==> src/rtl/dat_buffer_sc_pkg.sv <==
// Shared definitions for the SD data buffer.
// FIFO_WIDTH is the codebase-wide default data width; it is defined here only
// if the shared defines file has not already provided it.
// blk_ge: block-size comparator shared by the TX-space and RX-ready flags.
`ifndef FIFO_WIDTH
`define FIFO_WIDTH 32
`endif

package dat_buffer_sc_pkg;

  // True when `avail` words cover a block of `need` words. A zero block size
  // never qualifies, so a misprogrammed size cannot start a transfer.
  function automatic logic blk_ge(input logic [31:0] avail, input logic [31:0] need);
    return (need != '0) && (avail >= need);
  endfunction

endpackage

==> src/rtl/dat_buffer_sc_fifo.sv <==
// sync_fifo_ch: single-clock circular FIFO channel, 2**AW words of DW bits.
// Ports:
//   host_clk, rst (async, active-high), clr (sync clear, beats rd/wr)
//   wr/din  : write strobe/data; accepted when not full or a read is accepted too
//   rd/dout : read strobe; dout is registered and holds between reads
//   full, empty, level : registered occupancy status
//   err_ovf : sticky, write dropped while full
//   err_unf : sticky, read issued while empty
module sync_fifo_ch #(
  parameter int DW = 32,
  parameter int AW = 4
) (
  input  logic          host_clk,
  input  logic          rst,
  input  logic          clr,
  input  logic          wr,
  input  logic [DW-1:0] din,
  input  logic          rd,
  output logic [DW-1:0] dout,
  output logic          full,
  output logic          empty,
  output logic [AW:0]   level,
  output logic          err_ovf,
  output logic          err_unf
);

  localparam logic [AW:0] DEPTH = {1'b1, {AW{1'b0}}};

  logic [DW-1:0] mem [0:(1<<AW)-1];
  logic [AW-1:0] wr_ptr;
  logic [AW-1:0] rd_ptr;
  logic          rd_acc;
  logic          wr_acc;
  logic [AW:0]   level_nxt;

  always_comb begin
    rd_acc    = rd & ~empty;
    // When full, a write is admitted only because the same-edge read frees
    // the slot it overwrites (wr_ptr == rd_ptr); the read sees the old word.
    wr_acc    = wr & (~full | rd_acc);
    level_nxt = level;
    if (wr_acc && !rd_acc)
      level_nxt = level + 1'b1;
    else if (rd_acc && !wr_acc)
      level_nxt = level - 1'b1;
  end

  // Storage is deliberately not reset.
  always_ff @(posedge host_clk) begin
    if (wr_acc && !clr)
      mem[wr_ptr] <= din;
  end

  always_ff @(posedge host_clk or posedge rst) begin
    if (rst) begin
      wr_ptr  <= '0;
      rd_ptr  <= '0;
      level   <= '0;
      full    <= 1'b0;
      empty   <= 1'b1;
      dout    <= '0;
      err_ovf <= 1'b0;
      err_unf <= 1'b0;
    end else if (clr) begin
      wr_ptr  <= '0;
      rd_ptr  <= '0;
      level   <= '0;
      full    <= 1'b0;
      empty   <= 1'b1;
      dout    <= '0;
      err_ovf <= 1'b0;
      err_unf <= 1'b0;
    end else begin
      if (wr_acc)
        wr_ptr <= wr_ptr + 1'b1;
      if (rd_acc) begin
        rd_ptr <= rd_ptr + 1'b1;
        dout   <= mem[rd_ptr];
      end
      level <= level_nxt;
      // Flags come from the next level so they stay registered.
      full  <= (level_nxt == DEPTH);
      empty <= (level_nxt == '0);
      if (wr && !wr_acc)
        err_ovf <= 1'b1;
      if (rd && empty)
        err_unf <= 1'b1;
    end
  end

endmodule

==> src/rtl/dat_buffer_sc.sv <==
// dat_buffer_sc: SD host data buffer with independent TX (DMA->DAT) and
// RX (DAT->DMA) single-clock FIFO channels.
// Ports:
//   host_clk, rst (async, active-high), blk_words (SD block size in words)
//   tx_* : clr, wr/din (DMA side), rd/dout (DAT side), full, empty, level,
//          blk_space (room for a whole block), ovf (sticky overflow)
//   rx_* : clr, wr/din (DAT side), rd/dout (DMA side), full, empty, level,
//          blk_rdy (a whole block buffered), unf (sticky underflow)
`ifndef FIFO_WIDTH
`define FIFO_WIDTH 32
`endif

module dat_buffer_sc
  import dat_buffer_sc_pkg::*;
#(
  parameter int DW = `FIFO_WIDTH,
  parameter int AW = 4,
  parameter int BW = 10
) (
  input  logic          host_clk,
  input  logic          rst,
  input  logic [BW-1:0] blk_words,
  input  logic          tx_clr,
  input  logic          tx_wr,
  input  logic [DW-1:0] tx_din,
  input  logic          tx_rd,
  output logic [DW-1:0] tx_dout,
  output logic          tx_full,
  output logic          tx_empty,
  output logic [AW:0]   tx_level,
  output logic          tx_blk_space,
  output logic          tx_ovf,
  input  logic          rx_clr,
  input  logic          rx_wr,
  input  logic [DW-1:0] rx_din,
  input  logic          rx_rd,
  output logic [DW-1:0] rx_dout,
  output logic          rx_full,
  output logic          rx_empty,
  output logic [AW:0]   rx_level,
  output logic          rx_blk_rdy,
  output logic          rx_unf
);

  localparam logic [AW:0] DEPTH = {1'b1, {AW{1'b0}}};

  // Only overflow matters on TX and only underflow on RX.
  logic        tx_unf_unused;
  logic        rx_ovf_unused;
  logic [AW:0] tx_free;

  sync_fifo_ch #(.DW(DW), .AW(AW)) u_tx (
    .host_clk (host_clk),
    .rst      (rst),
    .clr      (tx_clr),
    .wr       (tx_wr),
    .din      (tx_din),
    .rd       (tx_rd),
    .dout     (tx_dout),
    .full     (tx_full),
    .empty    (tx_empty),
    .level    (tx_level),
    .err_ovf  (tx_ovf),
    .err_unf  (tx_unf_unused)
  );

  sync_fifo_ch #(.DW(DW), .AW(AW)) u_rx (
    .host_clk (host_clk),
    .rst      (rst),
    .clr      (rx_clr),
    .wr       (rx_wr),
    .din      (rx_din),
    .rd       (rx_rd),
    .dout     (rx_dout),
    .full     (rx_full),
    .empty    (rx_empty),
    .level    (rx_level),
    .err_ovf  (rx_ovf_unused),
    .err_unf  (rx_unf)
  );

  always_comb begin
    tx_free      = DEPTH - tx_level;
    tx_blk_space = blk_ge(32'(tx_free), 32'(blk_words));
    rx_blk_rdy   = blk_ge(32'(rx_level), 32'(blk_words));
  end

endmodule

==> config.mk <==
export PLATFORM = sky130hd
export DESIGN_NAME = dat_buffer_sc
export DESIGN_NICKNAME = d
export VERILOG_FILES = /design/src/rtl/dat_buffer_sc_pkg.sv /design/src/rtl/dat_buffer_sc_fifo.sv /design/src/rtl/dat_buffer_sc.sv
export SDC_FILE = /design/constraint.sdc
export NUM_CORES = 1
export LEC_CHECK = 0
export BUFFER_PORTS_ARGS = -buffer_cell sky130_fd_sc_hd__buf_4
export CAP_MARGIN = 5
export CORE_ASPECT_RATIO = 0.5
export CORE_MARGIN = 2
export CORE_UTILIZATION = 50
export CTS_CLUSTER_DIAMETER = 60
export CTS_CLUSTER_SIZE = 12
export DETAILED_ROUTE_END_ITERATION = 6
export PLACE_DENSITY_LB_ADDON = 0.25
export SYNTH_ARGS = -nofsm -noshare
export SYNTH_HDL_FRONTEND = slang
export SYNTH_SLANG_ARGS = --single-unit
==> constraint.sdc <==
create_clock -name host_clk -period 3.7 [get_ports host_clk]
set_input_delay 0.74 -clock host_clk [delete_from_list [all_inputs] [get_ports host_clk]]
set_output_delay 0.74 -clock host_clk [all_outputs]
set_load 0.005 [all_outputs]
; After elaboration in Yosys (flattened, before gate mapping)
; Memory sizes are Yosys's and may differ from the RTL's.
; Index checks and enable logic that the tools add are counted.
; W data, S select, Z words.
[totals]
ff_bits = 96
ramBits = 1024
inputBits = 82
out_inout_bits = 82
word_cells = 94
memories = 2
[memory_table]
columns = name, depth, width, read_ports, rd_clocked_by_memory_dff, wr, line
row1 = u_rx.mem, 16, 32, 1, 0, 1, dat_buffer_sc_fifo.sv:29  ; logic [DW-1:0] mem [0:(1<<AW)-1];
row2 = u_tx.mem, 16, 32, 1, 0, 1, dat_buffer_sc_fifo.sv:29
[classes]
add_sub_neg = 9
n_lt_le_gt_ge = 2
eq_ne = 2
n_mux = 30
n_bitwise = 10
reduce_logical = 25
[ops]
columns = operator, count
row1 = $mux W32, 4
row2 = $mux W4, 8
row3 = $mux W5, 6
row4 = $ge A5 B10 Y1, 2
row5 = $add A4 B1 Y4 const B, 4
row6 = $mux W1, 12
row7 = $reduce_bool A2 Y1, 6
row8 = $add A5 B1 Y5 const B, 2
row9 = $eq A5 B5 Y1 const B, 2
row10 = $logic_and A1 B1 Y1, 10
row11 = $logic_not A5 Y1, 2
row12 = $reduce_bool A10 Y1, 1
row13 = $sub A5 B1 Y5 const B, 2
row14 = $logic_not A1 Y1, 6
row15 = $sub A5 B5 Y5 const A, 1
row16 = $and A1 B1 Y1, 4
row17 = $not A1 Y1, 4
row18 = $or A1 B1 Y1, 2

; Logic depth before layout (Yosys ltp)
[depth]
ltp_word = 10
ltp_mapped = 7
depth_no_buf = 7

; Cells and area by module
; From an unflattened synthesis, not the netlist that was laid out.
[hier_totals]
cells_unflattened = 1976
area_unflattened_um2 = 43192.7
[modules_own_cells]
columns = mod, instances, cells_each, area_per_inst_um2, seq_area_each_um2
row1 = sync_fifo_ch, 2, 969, 21444.3, 16602.2
row2 = dat_buffer_sc, 1, 38, 304.0, 0.0

; Least setup slack after synthesis
; No wires, ideal clock.
[synth_timing]
path_kind = input-to-reg
start = input port tx_rd
end = memory u_tx.mem[15][0], enable pin
setup_ns = 0.421
t_arrival_ns = 2.807
required_time_ns = 3.279
path_slack_ns = 0.472
path_stages = 5
path_buffers = 1
path_cell_list = nand2b_1 buf_2 a21boi_2 nand2_1 nor2_1
[synth_via]
elab_chain_len = 6
[synth_lines]
columns = element, line
row1 = from (decl), dat_buffer_sc.sv:26  ; input logic tx_rd,
row2 = $and A1 B1 Y1, dat_buffer_sc_fifo.sv:37  ; rd_acc = rd & ~empty;
row3 = $or A1 B1 Y1, dat_buffer_sc_fifo.sv:40  ; wr_acc = wr & (~full | rd_acc);
row4 = $and A1 B1 Y1, dat_buffer_sc_fifo.sv:40
row5 = $logic_and A1 B1 Y1, dat_buffer_sc_fifo.sv:50  ; if (wr_acc && !clr)
row6 = $mux W1, dat_buffer_sc_fifo.sv:50
row7 = $mux W1 (not written as such), dat_buffer_sc_fifo.sv:51  ; mem[wr_ptr] <= din;
row8 = to (decl), dat_buffer_sc_fifo.sv:29
; No other way between the ends.

; Worst setup path after layout
[layout_timing]
start = register u_tx.level[0]
end = output port tx_blk_space
[layout_via]
elab_chain_len = 3
[layout_lines]
columns = element, line
row1 = from (decl), dat_buffer_sc_fifo.sv:22  ; output logic [AW:0] level,
row2 = from (signal assigned), dat_buffer_sc_fifo.sv:80  ; level <= level_nxt;
row3 = $sub A5 B5 Y5, dat_buffer_sc.sv:83  ; tx_free = DEPTH - tx_level;
row4 = $ge A5 B10 Y1, dat_buffer_sc_pkg.sv:14  ; return (need != '0) && (avail >= need);
row5 = $logic_and A1 B1 Y1, dat_buffer_sc_pkg.sv:14
row6 = to (decl), dat_buffer_sc.sv:31  ; output logic tx_blk_space,
; No other way between the ends.

==> flow_summary.toml <==
[finish]
drive_gt1_share_pct = 28.6
fin_nets = 2314
fillCellCount = 6071
diodes = 0
area_growth_pct = 14.8

[synthesis]
synth.area.top_cells = "edfxtp_1 72%, mux4_2 13%, dfrtp_1 5.5%"
ys_types = 54
synth_largest_area_cell = "edfxtp_1"
syn_inst = 1974
syn_area_um2 = 43000
avgSynthCellArea_um2 = 21.8
ys_ff_latch = 1120
ys_seq_area_share_pct = 77.2
synth_nets = 2080
ys.flop_type = "edfxtp_1"
yosys.area.top_type_share_pct = 71.6
yosysWarnings = 0
synth_edf_count = 1024
synthArstFlopShare_pct = 8.57

[floorplan]
die_y_um = 211
dieArea_um2 = 88400
fp.dieW_um = 419
fp.coreArea_um2 = 84500
rows = 75
ios = 164
start_util_pct = 50.9

[pwr]
power_per_cell_area_nw_per_um2 = 535
swShare_pct = 22.4
power_frac_comb_pct = 8.7
power_frac_clock_pct = 37.3
switching_power_mw = 5.90
max-vdd-ir-drop_uv = 390
power_frac_seq_pct = 54.0
p_int_mw = 20.5
p_leak_nw = 15.6

[timing]
fmax_mhz = 298
finalWorstSetupSlack_ns = 0.340
fin_worst_skew_ns = 0.0163
setup_violations = 0
hold_viol_final = 0
final-max-slew-violation-count = 0
setup_tns_ns = 0
rsz0062_at_grt = "no"
worstMarginPinSlew_ns = 1.01
relSlewSlack_pct = 32.6
period_share_pct = 90.8
finalCriticalPeriod_ns = 3.36

[setup_path]
path_class = "register to primary output"
cp-start-kind = "register"
cp.required_ns = 2.96
cp-end-kind = "primary output"
worst-path-max-fanout = 8
crit_arrival_ns = 2.62
r2r_slack_ns = 0.98

[drt]
ant_nets = 0
viasPerCell = 5.94
dr.first_iter.drc_count = 1919
routed_wl_mm = 90.6
detail_route.wl_per_cell_um = 26.6
firstDrtPassIters = 5
drc = 0
via_count = 20300

[clock_tree]
path_clk_slew_ns = 0.06
cts_setup_buffers = 0
clk_latency_ns = 0.70
cts_tree = "yes"
cts_buffers = 103
htree_levels = 3
cts_resized = 0
ctsHoldBuffers = 0
cts_root_buffer = "clkbuf_16"
cts_sinks = 1120
clockBufferDepth = 3

[place]
portBuffers = 163
pre_cts_slack_ns = 0.562
gp_routability_congestion = 0.802
dpl.hpwl_mm = 52.8

[grt]
track_usage_pct = 20.9
grt_max_degree = 66
grt_pass1_wl_mm = 136
grt_pass1_vias = 21000
gr-total-overflow = 0
antenna_found_initial = 1

[worst_hold_path]
min_path_type = "input port to asynchronous set/reset pin"

[flow_run]
cap_violations = 0

[run_status]
status = "completed"
-- logic make-up (layout without fill, tap and decap cells) --
family	count (synthesis)	count (layout)	share of synthesized area (%)
DFF	1120	1120	77.2
buffers and inverters	117	439	1.20
and+or+nand+nor	204	204	2.13
muxes	384	384	16.4
adders and majority gates	24	24	0.699
AOI/OAI and AO/OA	102	102	1.94
xor gates and xnor gates	23	23	0.469
-- metrics by stage --
step	power (mW)	hold WS (ns)	utilization [%]	cell area (µm²)	cells
6_report	26.4	0.199	58.4	49300	3412
3_3_place_gp	16.8	0.476	54.8	46300	3219
4_1_cts	26.7	0.177	58.4	49300	3412
5_1_grt	27.3	0.234	58.4	49300	3412
2_1_floorplan	15.9	0.480	-	43000	1974
3_5_place_dp	16.9	0.479	54.8	46300	3219
-- power groups by stage --
stage / Sequential [mW] / Clock (mW) / Combinational, mW
5_1_grt: 14.3 / 10.5 / 2.50
4_1_cts: 14.2 / 10.1 / 2.35
3_3_place_gp: 14.5 / 0 / 2.32
6_report: 14.2 / 9.85 / 2.29
2_1_floorplan: 14.4 / 0 / 1.53
3_5_place_dp: 14.5 / 0 / 2.34
-- cell type report --
cell class	instances	area (µm²)	area share, %
sequential	1120	33200	67.3
multi-input combinational	737	9560	19.4
clock buffer	186	2910	5.90
timing repair buffer	232	2070	4.19
tap	1116	1400	2.83
clock inverter	7	151	0.307
inverter	14	57.6	0.117
-- final timing paths --
kind                                          startpoint                         end  cells after the start
worst max register to register      u_rx.empty$_DFF_PP1_  u_rx.mem[13][10]$_DFFE_PP_                      5
worst min-delay path                                 rst   u_tx.dout[16]$_DFFE_PP0P_                      2
max in group asynchronous                            rst    u_tx.dout[3]$_DFFE_PP0P_                      3
worst max-delay path             u_tx.level[0]$_DFF_PP0_                tx_blk_space                      8
min in group host_clk                              rx_rd    u_rx.err_unf$_DFFE_PP0P_                      3
worst min register to register  u_tx.dout[3]$_DFFE_PP0P_    u_tx.dout[3]$_DFFE_PP0P_                      2
-- synthesized netlist by cell type, types with 3 or more instances --
library cell and count:
a31oi_1 4, nand2b_1 6, mux4_2 256, nor2_1 73
buf_1 29, nor3_1 5, ha_1 24, nand2_1 86
or3_1 4, inv_1 13, a21oi_1 11, mux2i_1 128
edfxtp_1 1024, buf_4 4, xnor2_1 11, dfrtp_1 94
xor2_1 12, nor4_1 3, buf_2 36, nor2b_1 4
nand4_1 4, o221ai_1 64, nand3_1 5, clkbuf_1 31
o21ai_0 3, a211oi_1 6
-- worst max-delay path: stages, from the launching register on --
cell and delay [ns]:
dfrtp_1 0.46, inv_1 0.14, ha_1 0.22, nor3b_2 0.20, xor2_1 0.26, ha_1 0.21, nor2_1 0.05, a211oi_1 0.24
buf_4 0.15
-- registers in the layout, indices dropped and copies added, names as in the netlist --
name / count
u_rx.dout: 32
u_rx.empty: 1
u_rx.err_unf: 1
u_rx.full: 1
u_rx.level: 5
u_rx.mem: 512
u_rx.rd_ptr: 4
u_rx.wr_ptr: 4
u_tx.dout: 32
u_tx.empty: 1
u_tx.err_ovf: 1
u_tx.full: 1
u_tx.level: 5
u_tx.mem: 512
u_tx.rd_ptr: 4
u_tx.wr_ptr: 4
-- cells in the final DEF (no fill, tap or decap), types with 3 or more instances in the layout --
cell type / n
edfxtp_1: 1024
mux4_2: 256
buf_4: 206
mux2i_1: 128
clkbuf_16: 104
dfrtp_1: 88
nand2_1: 85
clkbuf_1: 82
o221ai_1: 64
nor2_1: 39
nor2_4: 34
buf_12: 26
ha_1: 24
xor2_1: 12
inv_1: 12
xnor2_1: 11
a21oi_1: 11
nand2b_1: 6
a211oi_1: 6
dfrtp_4: 6
nor3_1: 5
nor2b_1: 4
nand3_1: 4
a31oi_1: 4
nand4_1: 4
nor4_1: 3
o21ai_0: 3
clkinv_16: 3
-- layer usage --
layer,wire length (µm),GRT usage [%],vias up
li1,-,-,8696
met2,45700,34.6,618
met3,4880,3.47,127
met5,0,0,-
met1,38200,29.4,10800
met4,1830,5.50,0
Note: power is estimated with default switching activity, not from simulation.
